<file path="src/rtl/ddr_pim_burst_ctrl_if.sv">
// Client and PIM signal bundle for ddr_pim_burst_ctrl.
// The slave modport is the controller's view; the master modport is the
// combined client + PIM side that surrounds it.
interface ddr_pim_burst_ctrl_if #(
  parameter int DATA_W = 64,
  parameter int ADDR_W = 32
);
  // Handshakes: a transfer happens on a rising clock edge where valid and
  // ready are both 1; valid is never withdrawn before the transfer, and
  // pim_addr_req stays high with a stable command until pim_addr_ack.
  logic                    req_valid;
  logic                    req_ready;
  logic [ADDR_W+4:0]       req_cmd;
  logic                    wr_valid;
  logic                    wr_ready;
  logic [DATA_W+DATA_W/8-1:0] wr_beat;
  logic                    rsp_valid;
  logic                    rsp_ready;
  logic [DATA_W-1:0]       rsp_data;
  logic [ADDR_W-1:0]       pim_addr;
  logic                    pim_rnw;
  logic [3:0]              pim_size;
  logic                    pim_addr_req;
  logic                    pim_addr_ack;
  logic                    pim_rdmodwr;
  logic [DATA_W-1:0]       pim_wr_data;
  logic [DATA_W/8-1:0]     pim_wr_be;
  logic                    pim_wr_push;
  logic                    pim_wr_almost_full;
  logic                    pim_flush;
  logic [DATA_W-1:0]       pim_rd_data;
  logic                    pim_rd_pop;
  logic                    pim_rd_empty;
  logic [1:0]              pim_rd_latency;
  logic                    pim_init_done;

  modport slave (
    input  req_valid, req_cmd, wr_valid, wr_beat, rsp_ready,
    input  pim_addr_ack, pim_wr_almost_full, pim_rd_data, pim_rd_empty,
    input  pim_rd_latency, pim_init_done,
    output req_ready, wr_ready, rsp_valid, rsp_data,
    output pim_addr, pim_rnw, pim_size, pim_addr_req, pim_rdmodwr,
    output pim_wr_data, pim_wr_be, pim_wr_push, pim_flush, pim_rd_pop
  );

  modport master (
    output req_valid, req_cmd, wr_valid, wr_beat, rsp_ready,
    output pim_addr_ack, pim_wr_almost_full, pim_rd_data, pim_rd_empty,
    output pim_rd_latency, pim_init_done,
    input  req_ready, wr_ready, rsp_valid, rsp_data,
    input  pim_addr, pim_rnw, pim_size, pim_addr_req, pim_rdmodwr,
    input  pim_wr_data, pim_wr_be, pim_wr_push, pim_flush, pim_rd_pop
  );
endinterface

</file>
<file path="src/rtl/ddr_pim_burst_ctrl.sv">
// Burst sequencer between client valid/ready channels and one MPMC PIM port.
// Writes are staged straight into the PIM write FIFO, reads reserve response
// FIFO credits before their AddrReq so returned data can never overflow.
// Optional feature macro: DDR_PIM_RMW_EN (partial single-beat writes raise
// pim_rdmodwr with their AddrReq).
module ddr_pim_burst_ctrl #(
  parameter int DATA_W    = 64,
  parameter int ADDR_W    = 32,
  parameter int RSP_DEPTH = 16
) (
  input  logic                sys_clk_pin,
  input  logic                DDR_SDRAM_MPMC_Rst_pin,
  ddr_pim_burst_ctrl_if.slave bus,
  output logic [2:0]          o_dbg_state
);
  localparam int BE_W  = DATA_W / 8;
  localparam int PTR_W = $clog2(RSP_DEPTH);
  localparam int CNT_W = PTR_W + 1;
  localparam int CW1   = CNT_W + 1;

  typedef enum logic [2:0] {
    S_INIT  = 3'd0,
    S_IDLE  = 3'd1,
    S_WFILL = 3'd2,
    S_RCHK  = 3'd3,
    S_ADDR  = 3'd4
  } state_t;

  state_t            r_state;
  logic [ADDR_W-1:0] r_addr;
  logic              r_rnw;
  logic [3:0]        r_size;
  logic [4:0]        r_beats;
  logic [4:0]        r_cnt;
  logic              r_addr_req;
  logic [1:0]        r_lat;
  logic              r_flush;
  logic [CNT_W-1:0]  r_outst;
  logic [CNT_W-1:0]  r_credits;
  logic [3:1]        r_tag;
  logic [DATA_W-1:0] r_mem [RSP_DEPTH];
  logic [CNT_W-1:0]  r_wptr;
  logic [CNT_W-1:0]  r_rptr;

  logic              w_rnw;
  logic [3:0]        w_size;
  logic [ADDR_W-1:0] w_addr;
  logic              w_size_ok;
  logic              w_req_fire;
  logic [BE_W-1:0]   w_wr_be;
  logic              w_wr_fire;
  logic              w_last_beat;
  logic              w_credit_ok;
  logic              w_reserve;
  logic [CNT_W-1:0]  w_need;
  logic              w_pop;
  logic              w_rsp_valid;
  logic              w_rsp_fire;
  logic              w_rsp_we;

  // Size code to beat count: code 0 is always a single beat.
  function automatic logic [4:0] beats_of(input logic [3:0] size);
    case (size)
      4'd0:    beats_of = 5'd1;
      4'd1:    beats_of = 5'(128 / DATA_W);
      4'd2:    beats_of = 5'(256 / DATA_W);
      default: beats_of = 5'(512 / DATA_W);
    endcase
  endfunction

  assign w_rnw       = bus.req_cmd[ADDR_W+4];
  assign w_size      = bus.req_cmd[ADDR_W+3:ADDR_W];
  assign w_addr      = bus.req_cmd[ADDR_W-1:0];
  assign w_size_ok   = (w_size <= 4'd3);
  assign w_req_fire  = bus.req_valid && bus.req_ready;
  assign w_wr_be     = bus.wr_beat[DATA_W+BE_W-1:DATA_W];
  assign w_wr_fire   = bus.wr_valid && bus.wr_ready;
  assign w_last_beat = ((r_cnt + 5'd1) == r_beats);
  assign w_credit_ok = ({1'b0, r_credits} + CW1'(r_beats)) <= CW1'(RSP_DEPTH);
  assign w_reserve   = (r_state == S_RCHK) && w_credit_ok;
  assign w_need      = CNT_W'(r_beats);
  assign w_pop       = !bus.pim_rd_empty && (r_outst != '0);
  assign w_rsp_valid = (r_wptr != r_rptr);
  assign w_rsp_fire  = w_rsp_valid && bus.rsp_ready;

  // Bad size codes keep req_ready low so the offending command stalls.
  assign bus.req_ready   = (r_state == S_IDLE) && w_size_ok;
  assign bus.wr_ready    = (r_state == S_WFILL) && !bus.pim_wr_almost_full;
  assign bus.pim_wr_push = w_wr_fire;
  assign bus.pim_wr_data = w_wr_fire ? bus.wr_beat[DATA_W-1:0] : '0;
  assign bus.pim_wr_be   = w_wr_fire ? w_wr_be : '0;
  assign bus.pim_addr    = r_addr;
  assign bus.pim_rnw     = r_rnw;
  assign bus.pim_size    = r_size;
  assign bus.pim_addr_req = r_addr_req;
  assign bus.pim_flush   = r_flush;
  assign bus.pim_rd_pop  = w_pop;
  assign bus.rsp_valid   = w_rsp_valid;
  assign bus.rsp_data    = w_rsp_valid ? r_mem[r_rptr[PTR_W-1:0]] : '0;
  assign o_dbg_state     = r_state;

  // Main sequencer: latch command, stage write beats or reserve credits, then AddrReq.
  always_ff @(posedge sys_clk_pin or posedge DDR_SDRAM_MPMC_Rst_pin) begin
    if (DDR_SDRAM_MPMC_Rst_pin) begin
      r_state    <= S_INIT;
      r_addr     <= '0;
      r_rnw      <= 1'b0;
      r_size     <= '0;
      r_beats    <= '0;
      r_cnt      <= '0;
      r_addr_req <= 1'b0;
      r_lat      <= '0;
    end else begin
      case (r_state)
        S_INIT: if (bus.pim_init_done) begin
          r_lat   <= bus.pim_rd_latency;
          r_state <= S_IDLE;
        end
        S_IDLE: if (w_req_fire) begin
          r_addr  <= w_addr;
          r_rnw   <= w_rnw;
          r_size  <= w_size;
          r_beats <= beats_of(w_size);
          r_cnt   <= '0;
          r_state <= w_rnw ? S_RCHK : S_WFILL;
        end
        S_WFILL: if (w_wr_fire) begin
          r_cnt <= r_cnt + 5'd1;
          if (w_last_beat) begin
            r_addr_req <= 1'b1;
            r_state    <= S_ADDR;
          end
        end
        S_RCHK: if (w_credit_ok) begin
          r_addr_req <= 1'b1;
          r_state    <= S_ADDR;
        end
        S_ADDR: if (bus.pim_addr_ack) begin
          r_addr_req <= 1'b0;
          r_state    <= S_IDLE;
        end
        default: r_state <= S_INIT;
      endcase
    end
  end

`ifdef DDR_PIM_RMW_EN
  logic r_rdmodwr;

  // Flag a partial single-beat write as read-modify-write for its AddrReq.
  always_ff @(posedge sys_clk_pin or posedge DDR_SDRAM_MPMC_Rst_pin) begin
    if (DDR_SDRAM_MPMC_Rst_pin) begin
      r_rdmodwr <= 1'b0;
    end else if (r_state == S_WFILL && w_wr_fire && w_last_beat) begin
      r_rdmodwr <= (r_size == 4'd0) && (w_wr_be != '1);
    end else if (r_state == S_ADDR && bus.pim_addr_ack) begin
      r_rdmodwr <= 1'b0;
    end
  end

  assign bus.pim_rdmodwr = r_rdmodwr;
`else
  assign bus.pim_rdmodwr = 1'b0;
`endif

  // Flush both PIM FIFOs during reset and for the first cycle after it.
  always_ff @(posedge sys_clk_pin or posedge DDR_SDRAM_MPMC_Rst_pin) begin
    if (DDR_SDRAM_MPMC_Rst_pin) r_flush <= 1'b1;
    else                        r_flush <= 1'b0;
  end

  // Credits track response FIFO slots promised to issued reads; outstanding
  // counts beats still to be popped from the PIM read FIFO.
  always_ff @(posedge sys_clk_pin or posedge DDR_SDRAM_MPMC_Rst_pin) begin
    if (DDR_SDRAM_MPMC_Rst_pin) begin
      r_outst   <= '0;
      r_credits <= '0;
    end else begin
      r_outst   <= r_outst + (w_reserve ? w_need : '0) - CNT_W'(w_pop);
      r_credits <= r_credits + (w_reserve ? w_need : '0) - CNT_W'(w_rsp_fire);
    end
  end

  // Pop tag shift line matching the PIM read data latency.
  always_ff @(posedge sys_clk_pin or posedge DDR_SDRAM_MPMC_Rst_pin) begin
    if (DDR_SDRAM_MPMC_Rst_pin) r_tag <= '0;
    else                        r_tag <= {r_tag[2:1], w_pop};
  end

  // Select the tap where popped data becomes valid on pim_rd_data.
  always_comb begin
    w_rsp_we = 1'b0;
    case (r_lat)
      2'd0:    w_rsp_we = w_pop;
      2'd1:    w_rsp_we = r_tag[1];
      2'd2:    w_rsp_we = r_tag[2];
      default: w_rsp_we = r_tag[3];
    endcase
  end

  // Response FIFO storage.
  always_ff @(posedge sys_clk_pin) begin
    if (w_rsp_we) r_mem[r_wptr[PTR_W-1:0]] <= bus.pim_rd_data;
  end

  // Response FIFO pointers; fall-through read side.
  always_ff @(posedge sys_clk_pin or posedge DDR_SDRAM_MPMC_Rst_pin) begin
    if (DDR_SDRAM_MPMC_Rst_pin) begin
      r_wptr <= '0;
      r_rptr <= '0;
    end else begin
      if (w_rsp_we)   r_wptr <= r_wptr + 1'b1;
      if (w_rsp_fire) r_rptr <= r_rptr + 1'b1;
    end
  end
endmodule

</file>
<file path="src/flat_wrapper.sv">
// flat-port wrapper written by rule: the top's interface ports become plain ports
module ddr_pim_burst_ctrl_flat 
#(
  parameter int DATA_W    = 64,
  parameter int ADDR_W    = 32,
  parameter int RSP_DEPTH = 16
)
  (sys_clk_pin, DDR_SDRAM_MPMC_Rst_pin, o_dbg_state, bus_req_valid, bus_req_cmd, bus_wr_valid, bus_wr_beat, bus_rsp_ready, bus_pim_addr_ack, bus_pim_wr_almost_full, bus_pim_rd_data, bus_pim_rd_empty, bus_pim_rd_latency, bus_pim_init_done, bus_req_ready, bus_wr_ready, bus_rsp_valid, bus_rsp_data, bus_pim_addr, bus_pim_rnw, bus_pim_size, bus_pim_addr_req, bus_pim_rdmodwr, bus_pim_wr_data, bus_pim_wr_be, bus_pim_wr_push, bus_pim_flush, bus_pim_rd_pop);
  ddr_pim_burst_ctrl_if #(.DATA_W(DATA_W), .ADDR_W(ADDR_W)) bus_i ();
  input  logic sys_clk_pin;
  input  logic DDR_SDRAM_MPMC_Rst_pin;
  output logic [2:0] o_dbg_state;
  input wire logic [$bits(bus_i.req_valid)-1:0] bus_req_valid;
  input wire logic [$bits(bus_i.req_cmd)-1:0] bus_req_cmd;
  input wire logic [$bits(bus_i.wr_valid)-1:0] bus_wr_valid;
  input wire logic [$bits(bus_i.wr_beat)-1:0] bus_wr_beat;
  input wire logic [$bits(bus_i.rsp_ready)-1:0] bus_rsp_ready;
  input wire logic [$bits(bus_i.pim_addr_ack)-1:0] bus_pim_addr_ack;
  input wire logic [$bits(bus_i.pim_wr_almost_full)-1:0] bus_pim_wr_almost_full;
  input wire logic [$bits(bus_i.pim_rd_data)-1:0] bus_pim_rd_data;
  input wire logic [$bits(bus_i.pim_rd_empty)-1:0] bus_pim_rd_empty;
  input wire logic [$bits(bus_i.pim_rd_latency)-1:0] bus_pim_rd_latency;
  input wire logic [$bits(bus_i.pim_init_done)-1:0] bus_pim_init_done;
  output wire logic [$bits(bus_i.req_ready)-1:0] bus_req_ready;
  output wire logic [$bits(bus_i.wr_ready)-1:0] bus_wr_ready;
  output wire logic [$bits(bus_i.rsp_valid)-1:0] bus_rsp_valid;
  output wire logic [$bits(bus_i.rsp_data)-1:0] bus_rsp_data;
  output wire logic [$bits(bus_i.pim_addr)-1:0] bus_pim_addr;
  output wire logic [$bits(bus_i.pim_rnw)-1:0] bus_pim_rnw;
  output wire logic [$bits(bus_i.pim_size)-1:0] bus_pim_size;
  output wire logic [$bits(bus_i.pim_addr_req)-1:0] bus_pim_addr_req;
  output wire logic [$bits(bus_i.pim_rdmodwr)-1:0] bus_pim_rdmodwr;
  output wire logic [$bits(bus_i.pim_wr_data)-1:0] bus_pim_wr_data;
  output wire logic [$bits(bus_i.pim_wr_be)-1:0] bus_pim_wr_be;
  output wire logic [$bits(bus_i.pim_wr_push)-1:0] bus_pim_wr_push;
  output wire logic [$bits(bus_i.pim_flush)-1:0] bus_pim_flush;
  output wire logic [$bits(bus_i.pim_rd_pop)-1:0] bus_pim_rd_pop;
  assign bus_i.req_valid = bus_req_valid;
  assign bus_i.req_cmd = bus_req_cmd;
  assign bus_i.wr_valid = bus_wr_valid;
  assign bus_i.wr_beat = bus_wr_beat;
  assign bus_i.rsp_ready = bus_rsp_ready;
  assign bus_i.pim_addr_ack = bus_pim_addr_ack;
  assign bus_i.pim_wr_almost_full = bus_pim_wr_almost_full;
  assign bus_i.pim_rd_data = bus_pim_rd_data;
  assign bus_i.pim_rd_empty = bus_pim_rd_empty;
  assign bus_i.pim_rd_latency = bus_pim_rd_latency;
  assign bus_i.pim_init_done = bus_pim_init_done;
  assign bus_req_ready = bus_i.req_ready;
  assign bus_wr_ready = bus_i.wr_ready;
  assign bus_rsp_valid = bus_i.rsp_valid;
  assign bus_rsp_data = bus_i.rsp_data;
  assign bus_pim_addr = bus_i.pim_addr;
  assign bus_pim_rnw = bus_i.pim_rnw;
  assign bus_pim_size = bus_i.pim_size;
  assign bus_pim_addr_req = bus_i.pim_addr_req;
  assign bus_pim_rdmodwr = bus_i.pim_rdmodwr;
  assign bus_pim_wr_data = bus_i.pim_wr_data;
  assign bus_pim_wr_be = bus_i.pim_wr_be;
  assign bus_pim_wr_push = bus_i.pim_wr_push;
  assign bus_pim_flush = bus_i.pim_flush;
  assign bus_pim_rd_pop = bus_i.pim_rd_pop;
  ddr_pim_burst_ctrl #(.DATA_W(DATA_W), .ADDR_W(ADDR_W), .RSP_DEPTH(RSP_DEPTH)) u_core (.sys_clk_pin(sys_clk_pin), .DDR_SDRAM_MPMC_Rst_pin(DDR_SDRAM_MPMC_Rst_pin), .bus(bus_i), .o_dbg_state(o_dbg_state));
endmodule
</file>
<file path="config.mk">
export PLATFORM = sky130hd
export DESIGN_NAME = ddr_pim_burst_ctrl_flat
export DESIGN_NICKNAME = d
export VERILOG_FILES = /design/src/rtl/ddr_pim_burst_ctrl_if.sv /design/src/rtl/ddr_pim_burst_ctrl.sv /design/src/flat_wrapper.sv
export SDC_FILE = /design/constraint.sdc
export NUM_CORES = 1
export LEC_CHECK = 0
export CELL_PAD_IN_SITES_DETAIL_PLACEMENT = 0
export CELL_PAD_IN_SITES_GLOBAL_PLACEMENT = 2
export CORE_MARGIN = 1.5
export CORE_UTILIZATION = 40
export CTS_CLUSTER_DIAMETER = 40
export DETAILED_ROUTE_END_ITERATION = 8
export PLACE_DENSITY = 0.86
export SYNTH_ARGS = -nofsm -noshare
export SYNTH_HDL_FRONTEND = slang
export SYNTH_SLANG_ARGS = --single-unit
export TNS_END_PERCENT = 100
</file>
<file path="constraint.sdc">
create_clock -name sys_clk_pin -period 6.1 [get_ports sys_clk_pin]
set_clock_uncertainty 0.1 [all_clocks]
set_input_delay 1.83 -clock sys_clk_pin [delete_from_list [all_inputs] [get_ports sys_clk_pin]]
set_output_delay 1.83 -clock sys_clk_pin [all_outputs]
set_load 0.01 [all_outputs]
</file>
==> flow_metrics.py, run 1 <==
metrics = {
    "run_status": {
        "status": "completed",
    },
    "floorplan": {
        "die_w_um": 332.5,
        "pin_count": 368,
        "coreArea_um2": 107400,
        "die_area_um2": 110600,
        "die_h_um": 332.5,
        "initial_core_util_pct": 40.46,
        "row_count": 120,
    },
    "logic_synthesis": {
        "ys_ff_latch": 1100,
        "yosysWarnings": 0,
        "async_flop_share_pct": 6.909,
        "synth-edff-count": 1024,
        "synth_area_per_cell_um2": 20.41,
        "syn-cell-area_um2": 43430,
        "seq_area_frac_synth_pct": 75.18,
        "ys.flop_type": "edfxtp_1",
        "synth_cell_type_count": 54,
        "syn_inst": 2128,
    },
    "pwr": {
        "vdd_drop_max_mv": 0.3124,
        "power.leakage_uw": 0.01783,
        "fin_total_pwr_uw": 26760,
        "power_density_nw_per_um2": 496.0,
    },
    "clock_tree": {
        "clockRootBuffer": "clkbuf_16",
        "post_cts_buffers": 0,
        "cts_tree": "done",
        "clock_latency_ns": 0.73,
        "postCtsHoldBufs": 0,
        "clk_path_buf_depth": 3,
        "post_cts_resized": 0,
        "cts.clk_slew.worst_paths_ns": 0.05,
        "cts_max_level": 4,
        "cts_sinks": 1100,
        "cts_made_buffers": 137,
    },
    "detailed_routing": {
        "ant_nets": 0,
        "initialDrtViolationCount": 1815,
        "drt_first_pass_iters": 5,
        "via_per_inst": 5.491,
        "wl_per_cell_um": 27.81,
        "drc": 0,
        "drt-total-wl_um": 113900,
        "vias": 22500,
    },
    "global_routing": {
        "grt.total_usage_pct": 20.68,
        "grt_pass1_wl_um": 163900,
        "grt_antenna_before_repair": 27,
        "grt_pass1_vias": 23160,
        "grt_max_degree": 103,
        "grt_overflow": 0,
    },
    "setup_path": {
        "worst_r2r_path_depth": 13,
        "worstPathRequired_ns": 4.17,
        "start_kind": "input pin",
        "path_max_fanout": 73,
        "cp-end-kind": "primary output",
        "worstPathArrival_ns": 3.97,
        "worst-setup-path-type": "in -> out",
        "r2r_slack_ns": 2.02,
    },
    "finish": {
        "final_common_cell": "edfxtp_1",
        "final_cell_mix": "edfxtp_1, clkdlybuf4s50_1, mux4_2, clkbuf_16, a211oi_1",
        "n_fill_cell": 8499,
        "layout-drive-gt1-share_pct": 21.24,
        "final_util_pct": 50.26,
        "nets": 2787,
        "syn2layout_area_growth_pct": 24.24,
    },
    "flow_run": {
        "drv_cap": 0,
    },
    "timing": {
        "drv_slew": 0,
        "max_freq_ghz": 0.1695,
        "rsz0062_at_grt": "false",
        "post-route-period-util_pct": 96.71,
        "maxSlewHeadroom_pct": 38.61,
        "finalSetupTns_ns": 0,
        "worstMarginPinSlew_ns": 0.9208,
        "period_minus_slack_ns": 5.899,
        "hold_violations": 0,
        "finalSetupViolCount": 0,
    },
    "place": {
        "io_buffers": 366,
        "gp_congestion": 1.001,
        "dp_hpwl_um": 64940,
    },
    "min_path": {
        "min_path_type": "reg -> reg",
        "worst_hold_path.num_cells": 0,
    },
}
-- sequential cells by signal (all words and copies together), names as in the netlist, 2 cells and up --
name	count
u_core.r_wptr	5
u_core.o_dbg_state	3
u_core.r_lat	2
u_core.r_outst	5
u_core.r_credits	5
u_core.r_mem	1024
u_core.r_rptr	5
u_core.bus.pim_addr	32
u_core.r_tag	3
u_core.r_beats	4
u_core.bus.pim_size	4
u_core.r_cnt	5
-- final timing paths --
| kind | end | start |
|---|---|---|
| worst min register to register | u_core.r_tag[3] | u_core.r_tag[2] |
| worst max-delay path | bus_pim_wr_be[6] | bus_pim_wr_almost_full |
| worst max register to register | u_core.r_outst[4] | u_core.r_beats[0] |
| worst min-delay path | u_core.r_tag[3] | u_core.r_tag[2] |
| min in group asynchronous | u_core.bus.pim_addr[14] | DDR_SDRAM_MPMC_Rst_pin |
| max in group asynchronous | u_core.bus.pim_addr[12] | DDR_SDRAM_MPMC_Rst_pin |
-- layer usage --
layer	vias to the layer above	global-route usage [%]	share of wire (%)	routed length, um
li1	9567	-	-	-
met1	11760	25.38	38	43250
met2	967	34.66	51	57730
met3	176	6.227	8.5	9683
met4	28	7.398	2.7	3077
met5	-	0	0.17	192
-- through the flow --
stage	cells	setup WS, ns	hold slack [ns]	cell area (um^2)
2_1_floorplan	2129	0.07821	0.2488	43450
3_3_place_gp	3838	0.2361	0.2599	49250
3_5_place_dp	3838	0.2291	0.2638	49250
4_1_cts	4086	0.2202	0.2772	53930
5_1_grt	4094	0.1056	0.2982	53950
6_report	4097	0.2005	0.2769	53960
-- cells by family (layout without fill, tap and decap cells) --
family / count (synthesis) / in the layout / share of synthesized area [%]
and+or+nand+nor: 327 / 327 / 3.898
buffers and inverters: 156 / 710 / 1.775
xor gates and xnor gates: 29 / 29 / 0.6194
muxes: 324 / 324 / 14.88
DFF: 1100 / 1100 / 75.18
adders and majority gates: 29 / 29 / 0.8873
AOI/OAI and AO/OA: 162 / 162 / 2.748
other: 1 / 13 / 0.008635
-- Yosys cell counts (9+ instances only) --
library cell | n | area, um^2
buf_2 | 30 | 150.1
buf_6 | 15 | 168.9
dfrtp_1 | 75 | 1877
mux4_2 | 257 | 5788
xnor2_1 | 17 | 148.9
clkbuf_1 | 64 | 240.2
ha_1 | 26 | 325.3
and2_1 | 76 | 475.5
nand3_1 | 9 | 45.04
a211oi_1 | 128 | 960.9
nor2_1 | 16 | 60.06
xor2_1 | 11 | 96.34
nand2_1 | 127 | 476.7
nor2b_1 | 67 | 419.2
edfxtp_1 | 1024 | 30750
inv_1 | 31 | 116.4
mux2i_1 | 64 | 640.6
-- where the power goes --
part           internal (uW)  switching [uW]  total (uW)  leakage, uW
Combinational           4190            4470        8660      0.00539
Clock                   5000            3190        8190      0.00226
Sequential              9370             535        9910       0.0102
Total                  18600            8190       26800       0.0178
-- final cells by class --
class,instances,area [um^2],share of cell area [%]
antenna,11,27.53,0.05102
clock buffer,158,3581,6.637
clock inverter,90,1101,2.041
inverter,32,122.6,0.2273
multi-input combinational,873,10140,18.80
sequential,1100,32670,60.54
tap,1403,1755,3.253
timing repair buffer,430,4557,8.445
-- worst max-delay path, stage by stage --
cell and delay (ns):
clkdlybuf4s50_1 0.42, nand2b_1 0.19, or2_2 0.34, inv_2 0.12, buf_12 0.23, and2_1 0.18
clkdlybuf4s50_1 0.58
No activity file was read; power rests on OpenSTA's default activity.
==> run 2: changes to the inputs <==
- CORE_UTILIZATION: 40 -> 45
- PLACE_DENSITY: 0.86 -> 0.91
- clock period: 6.1 -> 6.4 ns (I/O delays scaled with it)
==> run 2 against run 1 <==
Die area shrank 11%. Utilization increased by 5.9 points. Largest cell class unchanged. Highest routed layer unchanged. Sequential share of layout area grew 0.52 points. Largest power group unchanged. Final cell count down 3.5%. Critical endpoint is now bus_rsp_data[28]. Critical path type is now reg -> out. Worst hold slack is essentially flat.
==> flow_metrics.py, run 2 (synthesis gave the netlist of run 1 again) <==
metrics = {
    "run_status": {
        "status": "completed",
    },
    "floorplan": {
        "row_count": 113,
        "die_area_um2": 98390,
        "die_w_um": 313.7,
        "initial_core_util_pct": 45.58,
        "pin_count": 368,
        "die_h_um": 313.7,
        "coreArea_um2": 95290,
    },
    "pwr": {
        "internal_power_uw": 17350,
        "power_frac_clock_pct": 30.1,
        "power_density_nw_per_um2": 470.4,
        "combPwrFrac_pct": 32.3,
        "p_switching_uw": 7820,
        "vdd_drop_max_mv": 0.3513,
        "power.leakage_uw": 0.01775,
        "p_seq_share_pct": 37.6,
        "switching_share_pct": 31.07,
    },
    "detailed_routing": {
        "drc": 0,
        "wl_per_cell_um": 27.68,
        "via_per_inst": 5.767,
        "vias": 22790,
        "initialDrtViolationCount": 2052,
        "ant_nets": 0,
        "drt_first_pass_iters": 5,
        "drt-total-wl_um": 109400,
    },
    "clock_tree": {
        "clock_latency_ns": 0.73,
        "cts_tree": "done",
        "post_cts_buffers": 0,
        "postCtsHoldBufs": 0,
        "clk_path_buf_depth": 3,
        "cts.clk_slew.worst_paths_ns": 0.06,
        "cts_sinks": 1100,
        "cts_max_level": 4,
        "clockRootBuffer": "clkbuf_16",
        "cts_made_buffers": 135,
        "post_cts_resized": 0,
    },
    "global_routing": {
        "grt_pass1_vias": 23460,
        "grt_max_degree": 80,
        "grt_pass1_wl_um": 158200,
        "grt_overflow": 0,
        "grt_antenna_before_repair": 22,
        "grt.total_usage_pct": 22.35,
    },
    "finish": {
        "final_common_cell": "edfxtp_1",
        "final_cell_mix": "edfxtp_1, clkdlybuf4s50_1, mux4_2, clkbuf_16, a211oi_1",
        "syn2layout_area_growth_pct": 23.18,
        "final_util_pct": 56.14,
        "nets": 2785,
        "n_fill_cell": 6987,
        "layout-drive-gt1-share_pct": 21.41,
        "largest_reg_flops": 1024,
        "fin_cells": 3952,
    },
    "place": {
        "gp_congestion": 0.9898,
        "dp_hpwl_um": 60530,
        "io_buffers": 366,
        "dpl.cell_count": 3700,
    },
    "setup_path": {
        "crit_family": "buffers and inverters",
        "cp-end-kind": "primary output",
        "slowest_delay_ns": 0.98,
        "worstPathRequired_ns": 4.38,
        "path_max_fanout": 57,
        "worstPathArrival_ns": 4.03,
        "start_kind": "flop",
        "crit_path_cell_trace": "buf_4, mux4_2, mux2i_1, a211oi_1, clkdlybuf4s50_1",
        "crit_buf_inv": 2,
        "crit_cells": 5,
        "critPathSlowestCell": "dfrtp_4",
        "worst-setup-path-type": "reg -> out",
        "worst_r2r_path_depth": 13,
    },
    "timing": {
        "drv_slew": 0,
        "hold_violations": 0,
        "period_minus_slack_ns": 6.047,
        "post-route-period-util_pct": 94.48,
        "worstMarginPinSlew_ns": 0.9062,
        "rsz0062_at_grt": "false",
        "max_freq_ghz": 0.1654,
        "finalSetupViolCount": 0,
        "finalSetupTns_ns": 0,
        "maxSlewHeadroom_pct": 39.44,
    },
    "min_path": {
        "worst_hold_path.num_cells": 0,
        "min_path_type": "reg -> reg",
    },
    "flow_run": {
        "drv_cap": 0,
    },
}
==> run 2: cell count changes in the layout (fill, tap and decap cells not counted), moves of 5 or more <==
cell,previous run,this run
clkbuf_1,17,9
buf_12,33,21
bufinv_16,17,10
diode_2,11,6
buf_4,31,43
==> run 2: metrics by stage <==
step | hold WS (ns) | setup slack [ns] | cell area, um^2 | power [uW]
after floorplan | 0.2488 | 0.2882 | 43450 | 14450
after global placement | 0.2611 | 0.4422 | 48920 | 17570
after detailed placement | 0.2671 | 0.3766 | 48920 | 17790
after CTS | 0.2785 | 0.2857 | 53480 | 25460
after global routing | 0.2894 | 0.1546 | 53500 | 26240
final | 0.2771 | 0.3532 | 53500 | 25170
==> run 2: area by class of cell <==
type | instances | area (um^2) | area share [%]
Clock inverter | 95 | 1018 | 1.904
Inverter | 32 | 121.4 | 0.2269
Tap cell | 1265 | 1583 | 2.959
Clock buffer | 151 | 3542 | 6.621
Antenna cell | 6 | 15.01 | 0.02806
Sequential cell | 1100 | 32670 | 61.06
Multi-Input combinational cell | 873 | 10140 | 18.96
Timing Repair Buffer | 430 | 4407 | 8.237
==> run 2: final timing paths <==
check | from | slack, ns | endpoint
setup / recovery | u_core.r_rptr[1] | 0.35 | bus_rsp_data[28]
hold / removal | u_core.r_tag[1] | 0.28 | u_core.r_tag[2]
setup reg to reg | u_core.r_beats[0] | 2.26 | u_core.r_outst[4]
hold reg to reg | u_core.r_tag[1] | 0.28 | u_core.r_tag[2]
max in group asynchronous | DDR_SDRAM_MPMC_Rst_pin | 3.64 | u_core.r_rptr[2]
min in group asynchronous | DDR_SDRAM_MPMC_Rst_pin | 1.57 | u_core.bus.pim_addr[5]
==> run 2: power groups by stage <==
| stage | clock (uW) | combinational [uW] | sequential, uW |
|---|---|---|---|
| floorplan | 0 | 5060 | 9400 |
| global placement | 0 | 8030 | 9540 |
| detailed placement | 0 | 8170 | 9610 |
| CTS | 7720 | 8260 | 9480 |
| global route | 7980 | 8700 | 9550 |
| finish | 7570 | 8120 | 9470 |
==> run 2: layer usage <==
| metal | track usage (%) | part of all wire [%] | vias to the layer above |
|---|---|---|---|
| li1 | - | - | 9580 |
| met2 | 37.76 | 51 | 1184 |
| met3 | 5.918 | 8.6 | 215 |
| met4 | 8.366 | 3.2 | 18 |
| met1 | 27.70 | 37 | 11800 |
| met5 | 0 | 0.11 | - |
